--- config.mk ---
export PLATFORM = sky130hd
export DESIGN_NAME = sr4094_loader
export DESIGN_NICKNAME = d
export VERILOG_FILES = /design/src/rtl/sr4094_loader.sv
export SDC_FILE = /design/constraint.sdc
export NUM_CORES = 1
export LEC_CHECK = 0
export CORE_ASPECT_RATIO = 0.9
export CORE_MARGIN = 1
export CORE_UTILIZATION = 55
export DETAILED_ROUTE_END_ITERATION = 7
export DONT_BUFFER_PORTS = 1
export PLACE_DENSITY = 0.78
export SYNTH_ARGS = -nofsm -noshare
export SYNTH_HDL_FRONTEND = slang
export SYNTH_SLANG_ARGS = --single-unit
--- constraint.sdc ---
create_clock -name clk -period 5.3 [get_ports clk]
set_input_delay 0.53 -clock clk [delete_from_list [all_inputs] [get_ports clk]]
set_output_delay 0.53 -clock clk [all_outputs]
set_load 0.05 [all_outputs]
--- src/rtl/sr4094_loader.sv ---
// sr4094_loader: serial loader for a daisy-chained 4094 shift/latch chain.
// Shifts a word out MSB first, captures the old chain contents, then strobes.
module sr4094_loader #(
    parameter int NBITS = 24,
    parameter int DIV   = 4
) (
    input  logic             clk,
    input  logic             rst,
    input  logic             start,
    input  logic [NBITS-1:0] data,
    output logic             busy,
    output logic             done,
    output logic [NBITS-1:0] rdata,
    output logic             sr_clk,
    output logic             sr_data,
    output logic             sr_strobe,
    output logic             sr_oe,
    input  logic             sr_miso
);

    localparam int DW = $clog2(DIV + 1);
    localparam int BW = $clog2(NBITS + 1);

    typedef enum logic [2:0] {
        IDLE,
        SHIFT_LO,
        SHIFT_HI,
        STROBE,
        DONE
    } state_t;

    state_t           state_q;
    logic [DW-1:0]    div_q;
    logic [BW-1:0]    bit_q;
    logic [NBITS-1:0] shreg_q;
    logic [NBITS-1:0] cap_q;
    logic [NBITS-1:0] rdata_q;
    logic             busy_q;
    logic             done_q;
    logic             sr_clk_q;
    logic             sr_data_q;
    logic             sr_strobe_q;
    logic             sr_oe_q;

    logic             div_last;
    logic [BW-1:0]    bit_d;

    assign div_last = (div_q == DW'(DIV - 1));
    assign bit_d    = bit_q + BW'(1);

    // Sequencer: every output is a register updated alongside the state.
    always_ff @(posedge clk) begin
        if (rst) begin
            state_q     <= IDLE;
            div_q       <= '0;
            bit_q       <= '0;
            shreg_q     <= '0;
            cap_q       <= '0;
            rdata_q     <= '0;
            busy_q      <= 1'b0;
            done_q      <= 1'b0;
            sr_clk_q    <= 1'b0;
            sr_data_q   <= 1'b0;
            sr_strobe_q <= 1'b0;
            sr_oe_q     <= 1'b0;
        end else begin
            done_q <= 1'b0;
            unique case (state_q)
                IDLE: begin
                    if (start) begin
                        shreg_q   <= data;
                        cap_q     <= '0;
                        div_q     <= '0;
                        bit_q     <= '0;
                        busy_q    <= 1'b1;
                        sr_clk_q  <= 1'b0;
                        sr_data_q <= data[NBITS-1];
                        state_q   <= SHIFT_LO;
                    end
                end
                SHIFT_LO: begin
                    if (div_last) begin
                        div_q    <= '0;
                        sr_clk_q <= 1'b1;
                        // The chain has not shifted yet: this is its old MSB.
                        cap_q    <= {cap_q[NBITS-2:0], sr_miso};
                        state_q  <= SHIFT_HI;
                    end else begin
                        div_q <= div_q + DW'(1);
                    end
                end
                SHIFT_HI: begin
                    if (div_last) begin
                        div_q    <= '0;
                        sr_clk_q <= 1'b0;
                        bit_q    <= bit_d;
                        if (bit_d < BW'(NBITS)) begin
                            shreg_q   <= {shreg_q[NBITS-2:0], 1'b0};
                            sr_data_q <= shreg_q[NBITS-2];
                            state_q   <= SHIFT_LO;
                        end else begin
                            sr_data_q   <= 1'b0;
                            sr_strobe_q <= 1'b1;
                            state_q     <= STROBE;
                        end
                    end else begin
                        div_q <= div_q + DW'(1);
                    end
                end
                STROBE: begin
                    if (div_last) begin
                        div_q       <= '0;
                        bit_q       <= '0;
                        sr_strobe_q <= 1'b0;
                        busy_q      <= 1'b0;
                        done_q      <= 1'b1;
                        rdata_q     <= cap_q;
                        sr_oe_q     <= 1'b1;
                        state_q     <= DONE;
                    end else begin
                        div_q <= div_q + DW'(1);
                    end
                end
                DONE: begin
                    state_q <= IDLE;
                end
                default: begin
                    state_q <= IDLE;
                end
            endcase
        end
    end

    assign busy      = busy_q;
    assign done      = done_q;
    assign rdata     = rdata_q;
    assign sr_clk    = sr_clk_q;
    assign sr_data   = sr_data_q;
    assign sr_strobe = sr_strobe_q;
    assign sr_oe     = sr_oe_q;

endmodule

## Word-level counts from Yosys, hierarchy flattened

Index checks and enable logic that the tools add are counted.

- Output and inout port bits: 30
- Logic and storage cells: 80
- Flip-flop bits (word level): 88
- Bits of input ports: 28

- Bitwise logic cells: 1
- Muxes and demuxes: 34
- Add/sub/neg operators: 2
- Reductions and logical operators: 20
- Equal/unequal tests: 10
- Order comparisons: 1

Operators by type and width:

| cell | count |
|---|---|
| $mux W23 | 3 |
| $mux W24 | 2 |
| $pmux W24 S2 | 1 |
| $pmux W23 S2 | 1 |
| $reduce_and A4 Y1 | 5 |
| $mux W3 | 6 |
| $mux W5 | 3 |
| $pmux W5 S3 | 1 |
| $ne A2 B2 Y1 const B | 6 |
| $pmux W3 S4 | 1 |
| $mux W1 | 10 |
| $reduce_bool A2 Y1 | 5 |
| $eq A3 B2 Y1 const B | 3 |
| $reduce_and A3 Y1 | 3 |
| $pmux W1 S2 | 3 |
| $pmux W3 S2 | 1 |
| $reduce_bool A3 Y1 | 2 |
| $add A5 B1 Y5 const B | 1 |
| $lt A5 B5 Y1 const B | 1 |
| $reduce_and A2 Y1 | 2 |
| $add A3 B1 Y3 const B | 1 |
| $eq A3 B1 Y1 const B | 1 |
| $logic_not A3 Y1 | 1 |
| $pmux W1 S3 | 1 |
| other kinds (4) | 4 |

## Depth between registers and ports, before layout

Gate-level depths: netlist (run 1).

- Depth in word-level cells: 5
- Depth in mapped cells: 7
- Mapped depth without buffers: 5

## Worst setup path before layout (run 1)

Ideal clock, no wire load.

- Kind: input to register
- From: in start
- To: reg bit_q[4]
- Setup time: 70 ps
- Setup slack: 3591 ps
- Buffers on the path: 0
- Required time: 5230 ps
- Arrival time: 1638 ps
- Cell stages on the path: 4
- Cells stage by stage: or3b_1 > a21o_1 > or4_1 > a21oi_1

- Cells in the longest elaborated chain, start to end: 2

RTL lines:

| element | line | RTL |
|---|---|---|
| start: declaration | 9 | `input logic start,` |
| $ne A2 B2 Y1 (no line) | n/a |  |
| $reduce_and A4 Y1 (no line) | n/a |  |
| end signal: assignment | 96 | `bit_q <= bit_d;` |
| end: declaration | 34 | `logic [BW-1:0] bit_q;` |

Every way passes these cells.
A chain may end at the register's enable or synchronous reset.

## Final worst setup path (run 1)

- From: reg state_q[1]
- To: reg shreg_q[11]

- Cells in the longest elaborated chain, start to end: 3
- Elaborated cells on any way between the ends: 8
- Those cells by class: 4 x eq/ne; 1 x mux; 3 x reduce/logical

RTL lines:

| element | line | RTL |
|---|---|---|
| start: declaration | 32 | `state_t state_q;` |
| start signal: assignment | 54 | `state_q <= IDLE;` |
| start signal: assignment | 78 | `state_q <= SHIFT_LO;` |
| start signal: assignment | 87 | `state_q <= SHIFT_HI;` |
| $eq A3 B2 Y1 / $logic_not A3 Y1 (equally long branches) | 68 | `unique case (state_q)` |
| $ne A2 B2 Y1 (no line) / $reduce_bool A2 Y1 (equally long branches) | n/a |  |
| $reduce_and A4 Y1 (no line) | n/a |  |
| end signal: assignment | 71 | `shreg_q <= data;` |
| end signal: assignment | 98 | `shreg_q <= {shreg_q[NBITS-2:0], 1'b0};` |
| end: declaration | 35 | `logic [NBITS-1:0] shreg_q;` |

Parallel ways exist; a longest one is shown, timed or not.

==> flow_summary.json, run 1 <==
{
  "outcome": "finished clean",
  "grtUsageTotal": 0.233,
  "holdPathStages": 1,
  "rows": 27,
  "finalHoldViolCount": 0,
  "antenna_found_initial": 0,
  "ys.flop_type": "dfxtp_1",
  "num-nets-final": 473,
  "critPathSlowestCell": "nor3b_4",
  "cts_resized": 0,
  "worstReg2RegStart": "state_q[1]$_SDFFE_PP0P_",
  "post-route-period-util": 0.608,
  "vias": 3052,
  "ctsLongestPathBuffers": 2,
  "r2r_setup_slack_ns": 2.08,
  "whs_endpoint": "rdata[5]$_SDFFE_PP0P_",
  "antenna_left": 0,
  "leakagePower_nw": 1.38,
  "r2r_end": "shreg_q[11]$_SDFFE_PP0P_",
  "ff2ff_path_depth": 3,
  "critical_path_arrival_ns": 3.44,
  "crit_path_max_fanout": 28,
  "avgSynthCellArea_um2": 7.96,
  "cts-buffers-inserted": 9,
  "crit_chain": "nor3b_4 -> nand3_1 -> a221oi_1",
  "drc": 0,
  "diodes": 0,
  "synth_area_mm2": 0.00369,
  "critical-path-max-stage-delay_ns": 0.93,
  "drive_gt1_frac": 0.0491,
  "hold_start": "rst",
  "synth_compound_area_frac": 0.168,
  "preCtsSetupSlack_ns": 2.20,
  "placed_cells": 519,
  "slew_violations": 0,
  "period_minus_slack_ns": 3.22,
  "stdcell_area_mm2": 0.00385,
  "dp_hpwl_mm": 4.66,
  "fin_cells": 535,
  "ys_seq_area_frac": 0.477,
  "power_density_mw_per_mm2": 328,
  "cp_data_required_time_ns": 5.52,
  "grt_overflow": 0,
  "syn_nets": 494,
  "cts_setup_buffers": 0,
  "finalSetupViolCount": 0,
  "path_buf_inv": 0,
  "grt_pass1_wl_mm": 12.7,
  "startpoint": "state_q[1]$_SDFFE_PP0P_",
  "fmax_mhz": 310,
  "grt_max_degree": 89,
  "synthCells": 464,
  "slew_headroom": 0.263,
  "yosys.area_share.simple": 0.268,
  "synthMuxAreaShare": 0.00305,
  "dieArea_mm2": 0.00705,
  "synth_edf_count": 0,
  "yosysWarnings": 0,
  "root_buffer": "clkbuf_8",
  "ys_async_sr_fraction": 0,
  "ctsHtreeMaxLevel": 3,
  "setup_tns_ns": 0,
  "wl_mm": 7.64,
  "num_io_pins": 58,
  "initial_core_util": 0.588,
  "firstDrtPassIters": 4,
  "synth.distinct_cells": 41,
  "synth_top_family_by_area": "simple AND/OR/NAND/NOR gates",
  "die_height_um": 79.7,
  "cp-end-kind": "flip-flop",
  "gp_congestion": 0.806,
  "ys_ff_latch": 88,
  "hold_path_class": "primary input to flip-flop",
  "setup_ws_ns": 2.08,
  "crit_cells": 3,
  "placed_area_mm2": 0.00367,
  "path_class": "flip-flop to flip-flop",
  "io_buffers": 0,
  "rsz0062_at_grt": "false",
  "ctsHoldBuffers": 0,
  "grt_pass1_vias": 2865,
  "path_clk_slew_ns": 0.08,
  "dieWidth_um": 88.4,
  "worstSkewPairLatency_ns": 0.35,
  "p_total_mw": 1.26,
  "synthXorXnorAreaFrac": 0.00949,
  "synthAdderAreaFrac": 0.00678,
  "skew_ns": 0.00742,
  "cts_sinks": 88,
  "wl_per_cell_um": 14.3,
  "holdWs_ns": 0.244,
  "cap_violations": 0,
  "critPathLaunchType": "flip-flop",
  "fin_util": 0.613,
  "syn2layout_area_growth_pct": 4.20,
  "peakVddDrop_mv": 0.171,
  "vias_per_cell": 5.70,
  "critical-path-top-delay-family": "simple AND/OR/NAND/NOR gates",
  "worstMarginPinSlew_ns": 1.10,
  "core_area_mm2": 0.00628,
  "drt_iter0_markers": 203,
  "cts_tree": "built"
}
==> power breakdown <==
part	total [mW]	switching, mW	leakage, nW	internal, mW
logic	0.118	0.0726	0.578	0.0454
clock network	0.438	0.220	0.0876	0.218
registers	0.708	0.0231	0.715	0.685
==> worst reg2reg max path, delay by kind of cell, from the launching register on <==
family / cells / cell delay, ns
compound gates: 1 / 0.65
flops: 1 / 0.58
simple gates: 2 / 1.85
==> worst max-delay path by stage <==
stage	end	slack, ns
floorplan	bit_q[4]$_SDFFE_PP0P_	3.59
global placement	state_q[1]$_SDFFE_PP0P_	2.31
detailed placement	shreg_q[11]$_SDFFE_PP0P_	2.20
CTS	shreg_q[11]$_SDFFE_PP0P_	2.15
global route	shreg_q[11]$_SDFFE_PP0P_	1.81
finish	shreg_q[11]$_SDFFE_PP0P_	2.08
==> cell type report <==
| cell class | instances | area (um^2) |
|---|---|---|
| Tap cell | 87 | 109 |
| Inverter | 24 | 90.1 |
| Multi-Input combinational cell | 317 | 1680 |
| Timing Repair Buffer | 3 | 22.5 |
| Fill cell | 607 | 2430 |
| Clock buffer | 13 | 139 |
| Clock inverter | 3 | 42.5 |
| Sequential cell | 88 | 1760 |
==> registers in the layout (all words and copies together) (netlist names), 3 cells and up <==
register  count
bit_q         5
state_q       3
shreg_q      23
div_q         3
cap_q        24
rdata        24
==> placed cells by master, fill, tap and decap left out, drive strengths merged, types with 3 or more instances in the layout <==
cell	netlist	layout
inv	24	24
nand2	120	120
nor2	12	12
o21ai	8	8
and3	23	23
dfxtp	88	88
nand3b	3	3
nor3	5	5
clkbuf	22	13
nand3	29	29
a221oi	23	23
buf	13	3
nor3b	3	3
a21oi	60	60
or4	3	3
==> Yosys cell counts, drive strengths merged (3+ instances only) <==
| master | n | share of area |
|---|---|---|
| nor3 | 5 | 0.0068 |
| a21oi | 60 | 0.081 |
| nand2 | 120 | 0.12 |
| and3 | 23 | 0.039 |
| dfxtp | 88 | 0.48 |
| nor2 | 12 | 0.012 |
| clkbuf | 22 | 0.022 |
| nand3 | 29 | 0.039 |
| buf | 13 | 0.021 |
| o21ai | 8 | 0.011 |
| or4 | 3 | 0.0061 |
| a221oi | 23 | 0.055 |
| nand3b | 3 | 0.0061 |
| inv | 24 | 0.024 |
| nor3b | 3 | 0.012 |
==> logic make-up (layout without fill, tap and decap cells) <==
family / Yosys count / count (layout)
mux: 1 / 1
fa+ha+maj: 2 / 2
flops: 88 / 88
xor+xnor: 4 / 4
simple gates: 210 / 210
compound gates: 100 / 100
buf+inv: 59 / 43
==> metal layers <==
metal  share of wire  vias up  GRT usage
met2            0.50       65      0.399
li1                -     1539          -
met3           0.052        9     0.0724
met1            0.44     1439      0.267
met4           0.011        0     0.0952
met5               0        -          0
(Power assumes the default switching activity.)
==> inputs of run 2 (changes only) <==
clock period = 2.97 ns   (was 5.3 ns; I/O delays follow)
==> run 2 against run 1 <==
  * Combinational power is 100% higher
  * Register-to-register slack got worse by 1.6 ns
  * Routed wire length grew 4.4%
  * Final cell count up 2.2%
  * Maximum frequency is 31% higher
  * Sequential power rose by 78%
  * Die area unchanged
  * Power increased by 84%
  * Critical path depth rose by 1
  * Core utilization grew 2.1 points
  * Count of clock-buffer cells in the layout shrank 2
  * Critical path type unchanged
  * Largest power group unchanged
  * Highest routed layer unchanged
==> flow_summary.json, run 2 (synthesis results as in run 1) <==
{
  "outcome": "finished clean",
  "placed_area_mm2": 0.00370,
  "holdWs_ns": 0.0175,
  "setup_tns_ns": 0,
  "cts-buffers-inserted": 9,
  "core_area_mm2": 0.00628,
  "grt_busiest_layer": "met2",
  "finalSetupViolCount": 0,
  "num_io_pins": 58,
  "die_height_um": 79.7,
  "worstMarginPinSlew_ns": 1.03,
  "syn2layout_area_growth_pct": 7.76,
  "cp_data_required_time_ns": 3.16,
  "firstDrtPassIters": 4,
  "dieArea_mm2": 0.00705,
  "fmax_mhz": 408,
  "p_sw_mw": 0.598,
  "cap_violations": 0,
  "clockPowerShare": 0.353,
  "drt_iter0_markers": 222,
  "antenna_found_initial": 0,
  "power_density_mw_per_mm2": 584,
  "slew_headroom": 0.312,
  "ctsLongestPathBuffers": 2,
  "dieWidth_um": 88.4,
  "num-nets-final": 486,
  "swShare": 0.257,
  "final_common_cell": "nand2_1",
  "rows": 27,
  "p_int_mw": 1.73,
  "pwr-share-seq": 0.543,
  "p_total_mw": 2.32,
  "use_met2": 0.396,
  "drc": 0,
  "post-route-period-util": 0.825,
  "p_comb_frac": 0.104,
  "gp_congestion": 0.766,
  "grtUsageMet1": 0.303,
  "cts_tree": "built",
  "skew_ns": 0.00860,
  "drive_gt1_frac": 0.0630,
  "n_fill_cell": 548,
  "path_class": "flip-flop to flip-flop",
  "wl_mm": 7.98,
  "cts_resized": 0,
  "worstSkewPairLatency_ns": 0.35,
  "grtUsageTotal": 0.239,
  "rsz0062_at_grt": "false",
  "wl_per_cell_um": 14.6,
  "cts_sinks": 88,
  "critical_path_arrival_ns": 2.64,
  "fin_cells": 547,
  "vias": 3096,
  "diodes": 0,
  "stdcell_area_mm2": 0.00398,
  "grt_pass1_vias": 2790,
  "finalHoldViolCount": 0,
  "initial_core_util": 0.588,
  "critPathLaunchType": "flip-flop",
  "leakagePower_nw": 1.44,
  "met3_usage": 0.0776,
  "grt_overflow": 0,
  "vias_per_cell": 5.66,
  "grt_pass1_wl_mm": 13.1,
  "preCtsSetupSlack_ns": 0.508,
  "io_buffers": 0,
  "dp_hpwl_mm": 4.49,
  "path_clk_slew_ns": 0.08,
  "ctsHtreeMaxLevel": 3,
  "crit_path_max_fanout": 30,
  "final_cell_mix": "120 x nand2_1, 88 x dfxtp_1, 59 x a21oi_1",
  "grt_max_degree": 36,
  "cp-end-kind": "flip-flop",
  "slew_violations": 0,
  "placed_cells": 524,
  "antenna_left": 0,
  "peakVddDrop_mv": 0.435,
  "period_minus_slack_ns": 2.45,
  "setup_ws_ns": 0.519,
  "root_buffer": "clkbuf_8",
  "hold_path_class": "primary input to flip-flop",
  "fin_util": 0.633
}
run 2: cell count changes in the layout (fill, tap and decap cells not counted), sizes merged:
cell / previous run / this run
buf: 3 / 8
inv: 24 / 25
clkbuf: 13 / 11
clkinv: 1 / 0
dlygate4sd3: 0 / 8
clkinvlp: 1 / 2
run 2: final timing paths:
check / slack, ns / from / depth (start not counted) / end
setup / recovery: 0.52 / state_q[1]$_SDFFE_PP0P_ / 4 / shreg_q[15]$_SDFFE_PP0P_
hold / removal: 0.02 / rst / 1 / shreg_q[12]$_SDFFE_PP0P_
setup reg to reg: 0.52 / state_q[1]$_SDFFE_PP0P_ / 4 / shreg_q[15]$_SDFFE_PP0P_
hold reg to reg: 0.46 / cap_q[23]$_SDFFE_PP0P_ / 2 / rdata[23]$_SDFFE_PP0P_
run 2: routing by layer:
layer  part of all wire  up-vias
li1                   -     1566
met1               0.44     1439
met2               0.48       86
met3              0.068        5
met4             0.0049        0
met5                  0        -
run 2: area by class of cell:
type                       count  area [um^2]  share of cell area
clock inverter                 4         53.8              0.0135
inverter                      24         90.1              0.0226
timing repair buffer          16          140              0.0352
tap                           87          109              0.0273
sequential                    88         1760               0.443
clock buffer                  11          141              0.0355
multi-input combinational    317         1680               0.423
run 2: repair_timing:
item	CTS	global route
endpoints found under the hold margin	17	11
hold buffers	7	1
endpoints found under the setup margin	0	0
setup buffers	0	0
run 2: power by group through the flow:
stage	sequential, mW	combinational [mW]	clock, mW
3_3_place_gp	1.29	0.210	0
5_1_grt	1.27	0.269	0.888
3_5_place_dp	1.29	0.215	0
2_1_floorplan	1.28	0.200	0
6_report	1.26	0.241	0.820
4_1_cts	1.26	0.238	0.836
run 2: worst max-delay path: stages, from the launching register on:
cell and delay (ns):
dfxtp_1 0.58, or3b_4 0.59, o31ai_2 0.70, buf_4 0.32, a221oi_1 0.11
==> inputs of run 3 (changes only) <==
clock period = 2.4 ns   (was 2.97 ns; I/O delays follow)
==> run 3 against run 2 <==
  * Routed wire length increased by 0.40%
  * Sequential power increased by 24%
  * Worst hold slack improved by 0.0056 ns
  * Register-to-register slack got worse by 0.18 ns
  * Clock skew decreased by 0.00073 ns
  * Via count increased by 1.3%
  * Critical endpoint is now cap_q[6]$_SDFFE_PP0P_
  * Highest routed layer unchanged
==> flow_summary.json, run 3 (synthesis results as in run 1) <==
{
  "path_clk_slew_ns": 0.08,
  "critical-path-max-stage-delay_ns": 0.83,
  "num-nets-final": 482,
  "wl_per_cell_um": 14.7,
  "cts_sinks": 88,
  "crit_path_max_fanout": 24,
  "setup_ws_ns": 0.340,
  "path_class": "flip-flop to flip-flop",
  "grt_max_degree": 88,
  "critical_path_arrival_ns": 2.34,
  "rows": 27,
  "met3_usage": 0.0817,
  "num_io_pins": 58,
  "syn2layout_area_growth_pct": 7.18,
  "grt_overflow": 0,
  "swShare": 0.264,
  "antenna_left": 0,
  "hold_path_class": "primary input to flip-flop",
  "grt_busiest_layer": "met2",
  "initial_core_util": 0.588,
  "use_met2": 0.418,
  "io_buffers": 0,
  "final_common_cell": "nand2_1",
  "cp-end-kind": "flip-flop",
  "grtUsageTotal": 0.246,
  "critPathSlowestCell": "a21oi_2",
  "cap_violations": 0,
  "final_cell_mix": "120 x nand2_1, 88 x dfxtp_1, 59 x a21oi_1",
  "fmax_mhz": 485,
  "core_area_mm2": 0.00628,
  "rsz0062_at_grt": "false",
  "setup_tns_ns": 0,
  "diodes": 0,
  "worstReg2RegStart": "div_q[0]$_SDFFE_PP0P_",
  "critPathLaunchType": "flip-flop",
  "drc": 0,
  "path_buf_inv": 0,
  "slew_violations": 0,
  "cts_tree": "built",
  "grtUsageMet1": 0.288,
  "startpoint": "div_q[0]$_SDFFE_PP0P_",
  "vias_per_cell": 5.76,
  "finalSetupViolCount": 0,
  "ctsLongestPathBuffers": 2,
  "wl_mm": 8.01,
  "cp_data_required_time_ns": 2.68,
  "grt_pass1_wl_mm": 13.6,
  "fin_util": 0.630,
  "hold_start": "sr_miso",
  "dieArea_mm2": 0.00705,
  "dieWidth_um": 88.4,
  "n_fill_cell": 564,
  "dp_hpwl_mm": 5.00,
  "pwr-share-seq": 0.538,
  "p_int_mw": 2.14,
  "firstDrtPassIters": 4,
  "clockPowerShare": 0.360,
  "p_total_mw": 2.91,
  "power_density_mw_per_mm2": 734,
  "vias": 3136,
  "p_comb_frac": 0.102,
  "drive_gt1_frac": 0.0766,
  "worstMarginPinSlew_ns": 1.02,
  "leakagePower_nw": 1.45,
  "critical-path-top-delay-family": "compound AO/OA/AOI/OAI gates",
  "ctsHtreeMaxLevel": 3,
  "skew_ns": 0.00787,
  "root_buffer": "clkbuf_8",
  "antenna_found_initial": 0,
  "grt_pass1_vias": 2989,
  "slew_headroom": 0.320,
  "cts-buffers-inserted": 9,
  "finalHoldViolCount": 0,
  "cts_setup_buffers": 0,
  "post-route-period-util": 0.858,
  "worstSkewPairLatency_ns": 0.36,
  "gp_congestion": 0.803,
  "preCtsSetupSlack_ns": 0.357,
  "crit_chain": "ha_1 -> nor2b_1 -> a21oi_2 -> nand2_1 -> a21oi_1",
  "peakVddDrop_mv": 0.474,
  "outcome": "finished clean",
  "die_height_um": 79.7,
  "p_sw_mw": 0.766,
  "drt_iter0_markers": 243,
  "period_minus_slack_ns": 2.06
}
[run 3: per-layer routing]
metal | vias to the layer above | wire length [um] | part of all wire
met5 | - | 0 | 0
met3 | 13 | 514 | 0.064
met1 | 1469 | 3340 | 0.42
li1 | 1558 | - | -
met4 | 0 | 170 | 0.021
met2 | 96 | 3980 | 0.50
[run 3: power by group through the flow]
stage | registers [mW] | clock network [mW] | logic [mW]
6_report | 1.56 | 1.05 | 0.296
5_1_grt | 1.57 | 1.13 | 0.332
4_1_cts | 1.56 | 1.07 | 0.296
3_5_place_dp | 1.60 | 0 | 0.269
3_3_place_gp | 1.59 | 0 | 0.261
2_1_floorplan | 1.58 | 0 | 0.248
[run 3: cell type report]
type	instances	area, um^2	share of cell area
flip-flops and latches	88	1760	0.445
multi-input cells	317	1680	0.425
clock buffers	10	138	0.0348
repair buffers	12	110	0.0278
well taps	87	109	0.0275
inverters	24	90.1	0.0228
clock inverters	6	66.3	0.0168
[run 3: final timing paths]
kind	endpoint	slack (ns)	cells past startpoint
setup / recovery	cap_q[6]$_SDFFE_PP0P_	0.34	5
setup reg to reg	cap_q[6]$_SDFFE_PP0P_	0.34	5
hold reg to reg	cap_q[23]$_SDFFE_PP0P_	0.47	2
hold / removal	cap_q[0]$_SDFFE_PP0P_	0.02	2
[run 3: timing repair]
item / CTS / global route
hold buffers: 1 / 0
setup endpoints to repair: 0 / 0
resized for setup: 0 / 0
endpoints found under the hold margin: 87 / 0
[run 3: worst register-to-register path: cells and delay by family, from the launching register on]
family	cells	cell delay (ns)
AO/OA/AOI/OAI	2	1.02
adder cells (fa/ha/maj)	1	0.26
AND/OR/NAND/NOR	2	0.39
flip-flops	1	0.33
[run 3: stage by stage]
stage | hold WS, ns | instance area (um^2) | cells
2_1_floorplan | 0.392 | 3690 | 464
3_3_place_gp | 0.317 | 3730 | 527
3_5_place_dp | 0.317 | 3730 | 527
4_1_cts | 0.0182 | 3960 | 544
5_1_grt | 0.0341 | 3960 | 544
6_report | 0.0231 | 3960 | 544
